==> src/rtl/i2s_tx_out.sv <==
// Philips I2S transmitter: serialises each mono sample from the FIR stage
// onto both slots of a frame, with BCLK/LRCLK derived from i_clk.
module i2s_tx_out #(
  parameter int SAMP_WIDTH = 24,
  parameter int SLOT_WIDTH = 32,
  parameter int BCLK_DIV   = 4
) (
  input  logic                  i_clk,
  input  logic                  i_rst_n,
  input  logic                  i_samp_valid,
  input  logic [SAMP_WIDTH-1:0] i_samp_data,
  output logic                  o_samp_ready,
  output logic                  o_bclk,
  output logic                  o_lrclk,
  output logic                  o_sdata,
  output logic                  o_frame_start,
  output logic                  o_underrun
);

  localparam int FRAME_BITS = 2 * SLOT_WIDTH;
  localparam int DIV_W      = (BCLK_DIV > 1) ? $clog2(BCLK_DIV) : 1;
  localparam int BIT_W      = $clog2(FRAME_BITS);

  logic        [DIV_W-1:0]      div_cnt;
  logic        [BIT_W-1:0]      bit_cnt;
  logic        [BIT_W-1:0]      bit_nxt;
  logic        [BIT_W-1:0]      slot_pos;
  logic                         div_tc;
  logic                         fall;
  logic                         wrap;
  logic                         accept;
  logic signed [SAMP_WIDTH-1:0] hold_data;
  logic signed [SAMP_WIDTH-1:0] frame_sample;
  logic signed [SAMP_WIDTH-1:0] new_sample;
  logic signed [SAMP_WIDTH-1:0] shreg;

  always_comb begin
    div_tc   = (div_cnt == DIV_W'(BCLK_DIV - 1));
    fall     = div_tc & o_bclk;
    wrap     = (bit_cnt == BIT_W'(FRAME_BITS - 1));
    bit_nxt  = wrap ? '0 : bit_cnt + BIT_W'(1);
    slot_pos = (bit_nxt >= BIT_W'(SLOT_WIDTH)) ? bit_nxt - BIT_W'(SLOT_WIDTH) : bit_nxt;
    accept   = i_samp_valid & o_samp_ready;
    // An empty holding register at frame start means this frame carries silence.
    new_sample = o_samp_ready ? '0 : hold_data;
  end

  always_ff @(posedge i_clk or negedge i_rst_n) begin
    if (!i_rst_n) begin
      div_cnt       <= '0;
      o_bclk        <= 1'b0;
      bit_cnt       <= BIT_W'(FRAME_BITS - 1);
      o_lrclk       <= 1'b0;
      o_sdata       <= 1'b0;
      o_frame_start <= 1'b0;
      o_underrun    <= 1'b0;
      o_samp_ready  <= 1'b1;
      shreg         <= '0;
    end else begin
      o_frame_start <= 1'b0;
      o_underrun    <= 1'b0;
      if (div_tc) begin
        div_cnt <= '0;
        o_bclk  <= ~o_bclk;
      end else begin
        div_cnt <= div_cnt + DIV_W'(1);
      end
      if (fall) begin
        bit_cnt <= bit_nxt;
        o_lrclk <= (bit_nxt >= BIT_W'(SLOT_WIDTH));
        // Slot position 0 is the I2S one-bit delay; reload the shifter there.
        if (slot_pos == '0) begin
          o_sdata <= 1'b0;
          shreg   <= wrap ? new_sample : frame_sample;
        end else if (slot_pos <= BIT_W'(SAMP_WIDTH)) begin
          o_sdata <= shreg[SAMP_WIDTH-1];
          shreg   <= shreg <<< 1;
        end else begin
          o_sdata <= 1'b0;
        end
        if (wrap) begin
          o_frame_start <= 1'b1;
          o_underrun    <= o_samp_ready;
          o_samp_ready  <= 1'b1;
        end
      end
      // Accept only happens while empty, so it never collides with the drain above.
      if (accept) begin
        o_samp_ready <= 1'b0;
      end
    end
  end

  always_ff @(posedge i_clk) begin
    if (accept) begin
      hold_data <= i_samp_data;
    end
    if (fall && wrap) begin
      frame_sample <= new_sample;
    end
  end

endmodule

==> config.mk <==
export PLATFORM = sky130hd
export DESIGN_NAME = i2s_tx_out
export DESIGN_NICKNAME = d
export VERILOG_FILES = /design/src/rtl/i2s_tx_out.sv
export SDC_FILE = /design/constraint.sdc
export NUM_CORES = 1
export LEC_CHECK = 0
export ABC_AREA = 0
export BUFFER_PORTS_ARGS = -buffer_cell sky130_fd_sc_hd__buf_2
export CAP_MARGIN = 20
export CORE_UTILIZATION = 40
export CTS_CLUSTER_DIAMETER = 200
export DETAILED_ROUTE_END_ITERATION = 16
export PLACE_DENSITY = 0.59
export REMOVE_ABC_BUFFERS = 1
export SYNTH_ARGS = -nofsm -noshare
export SYNTH_HDL_FRONTEND = slang
export SYNTH_SLANG_ARGS = --single-unit
export TNS_END_PERCENT = 20
==> constraint.sdc <==
create_clock -name i_clk -period 3.3 [get_ports i_clk]
set_clock_uncertainty 0.15 [all_clocks]
set_input_delay 0.66 -clock i_clk [delete_from_list [all_inputs] [get_ports i_clk]]
set_output_delay 0.66 -clock i_clk [all_outputs]
set_load 0.005 [all_outputs]
==> metrics <==
Hold WC Path Type=primary input to async pin; io pins=33; Mapped Cells=284; slowest CP cell=dfstp_2; Tightest Pin Transition=0.868 ns; Cell Count, Final, Fillers Out=448; combinational fraction of design power=0.013; insertion delay to the later sink of the worst-skew pair=0.35 ns; n_diodes=0; Chip Width=101 um; Final HPWL DP=4.07 mm; number of distinct library cells after synthesis=44; Placer Congestion=0.834; global-route wire length before repair=11.8 mm; Global Route Usage Sum=0.155; Layout Area Growth over Synthesis=10.5%; area post-placement=4130 um^2; Synth Flop Type=edfxtp_1; vias=2230; largest net degree at the start of global routing=39; RSZ-0062 raised after global routing=no; Peak VDD IR=0.198 mV; design internal power=1.49 mW; Power Dens Cells=432 nW/um^2; Pleak=1.49 nW; CTS tree=built; share of the synthesized area in the top cell type=0.370; routing usage on met3=0.0361; CTS Buf Count=9; EDFF count, synth=48; max-slew violations=0; critical path fanouts, max=24; post-layout instance area=4310 um^2; Fin. Hold Viols=0; CP peak stage delay=0.63 ns; Vias/cell=4.98; Placed Cells=432; H-tree depth=3; synthesized area=3900 um^2; Critical Path Sink Type=flip-flop; Core ar.=9330 um^2; vias in the first global route=2290; PortBufs=32; post-synth top area cell=edfxtp_1; fmax=0.432 GHz; ANT nets after route=0; power share of the sequential group=0.607; Core Util, Final=0.462; Syn Area/Cell=13.7 um^2; fin crit period=2.31 ns; kind of critical path=flip-flop to flip-flop; Yosys warning count=0; fraction of registers with async set/reset=0.442; CP required=3.42 ns; DRT Wirelength=6.86 mm; Setup-failing EPs final=0; DR iter-0 viols=78; # rows=35; DRC violations left=0; max cap viols=0; CTS Root Cell=clkbuf_8; pre-CTS setup slack=1.02 ns; Die Ht=101 um; NetSw=373 uW; Final nets=343; #FFs+latches synth=86; setup slack after layout=0.985 ns; crit path DAT=2.44 ns; most frequent cells in the layout=48 x edfxtp_1, 32 x buf_2, 31 x dfrtp_1; crit share post-route=0.701; leading cell type in the layout, fill and taps excluded=edfxtp_1; grt peak-use layer=met2; dominant cells by area after synthesis=edfxtp_1 37%, dfrtp_1 20%, mux2i_1 5.9%, dfstp_2 4.7%, nand3b_1 4.4%; met1 Usage GRT=0.202; switching share of power=0.200; initial antenna violation count=0; post-route setup TNS=0 ns; CTS Sinks=86; Clock Tree Buf Depth=2; Remaining Overflow, GRT=0; cts hold-fix bufs=0; CP Launch Type=flip-flop; clock network fraction of total power=0.381; First-pass DRT Iterations=4; per-cell routed wire length=15.3 um; clock slew at reported path FFs=0.08 ns; status=finished, final reports clean; post-cts sizing count=0; # Post-CTS Setup Buffers=0; die area=10100 um^2; # fillers=858; Initial Util=0.418; CP Cell Sequence=ha_1 -> nand2_1 -> o22ai_4 -> buf_4 -> o221ai_1 -> mux2i_1; worst relative slew slack=0.421; GRT met2 Usage=0.254; Final Total Pwr=1.86 mW; post-synthesis sequential area ratio=0.616; worst hold margin=0.272 ns; ratio of cells with drive above 1 in the final layout=0.245
[power groups by stage]
stage	combinational, mW	clock [mW]	sequential [mW]
detailed placement	0.0250	0	1.15
finish	0.0234	0.709	1.13
global placement	0.0243	0	1.15
CTS	0.0250	0.731	1.13
global route	0.0273	0.777	1.13
floorplan	0.000175	0	1.15
[cell type report]
cell class / count / area [um^2] / area share
Sequential cell: 86 / 2400 / 0.557
Multi-Input combinational cell: 153 / 1260 / 0.292
Timing Repair Buffer: 39 / 213 / 0.0494
Tap cell: 129 / 161 / 0.0375
Clock buffer: 12 / 135 / 0.0314
Inverter: 25 / 93.8 / 0.0218
Clock inverter: 4 / 47.5 / 0.0110
[flip-flops by register name, indices dropped and copies added (netlist names)]
name,count
hold_data,24
bit_cnt,6
o_samp_ready,1
o_frame_start,1
o_underrun,1
frame_sample,24
o_sdata,1
div_cnt,2
shreg,24
o_bclk,1
o_lrclk,1
[cells in the mapped netlist, types with 2 or more instances]
| cell type | n |
|---|---|
| nor2b_1 | 24 |
| or3_1 | 3 |
| o221ai_2 | 10 |
| xnor2_1 | 3 |
| nor3_1 | 2 |
| nand2b_1 | 2 |
| inv_1 | 25 |
| nor2_1 | 5 |
| buf_8 | 2 |
| and2_1 | 3 |
| mux2i_1 | 23 |
| buf_2 | 2 |
| ha_1 | 2 |
| a21oi_1 | 4 |
| nand3b_1 | 23 |
| edfxtp_1 | 48 |
| a31oi_1 | 2 |
| nand2_1 | 11 |
| o21ai_0 | 3 |
| dfrtp_1 | 31 |
| o221ai_1 | 13 |
| buf_6 | 6 |
| clkbuf_1 | 9 |
| xor2_1 | 2 |
| dfstp_2 | 7 |
[worst max-delay path, delay by kind of cell (launching register included)]
family	cells	cell delay (ns)
AO/OA/AOI/OAI	2	0.38
adder cells (fa/ha/maj)	1	0.33
buffers and inverters	1	0.37
flip-flops	1	0.63
multiplexers	1	0.16
AND/OR/NAND/NOR	1	0.22
[cell families after synthesis]
logic type                 Yosys count  synth area share
buffers and inverters               45            0.0623
AOI/OAI and AO/OA                   44             0.116
adders and majority gates            2           0.00642
muxes                               23            0.0591
xor gates and xnor gates             5            0.0112
and+or+nand+nor                     79             0.129
DFF                                 86             0.616
[path summary, 6_finish.rpt]
path / startpoint / endpoint / slack (ns) / depth (start not counted)
min in group i_clk: div_cnt[0] / div_cnt[0] / 0.28 / 1
max in group asynchronous: i_rst_n / shreg[20] / 2.18 / 1
max: bit_cnt[0] / shreg[17] / 0.99 / 6
min reg2reg: div_cnt[0] / div_cnt[0] / 0.28 / 1
max reg2reg: bit_cnt[0] / shreg[17] / 0.99 / 6
min: i_rst_n / o_sdata / 0.27 / 1
[layer usage]
layer | vias to the layer above | wire [um] | part of all wire
li1 | 1093 | - | -
met1 | 1103 | 3270 | 0.48
met2 | 24 | 3300 | 0.48
met3 | 10 | 167 | 0.024
met4 | 0 | 116 | 0.017
met5 | - | 0 | 0
Power figures use the tool's default switching activity.
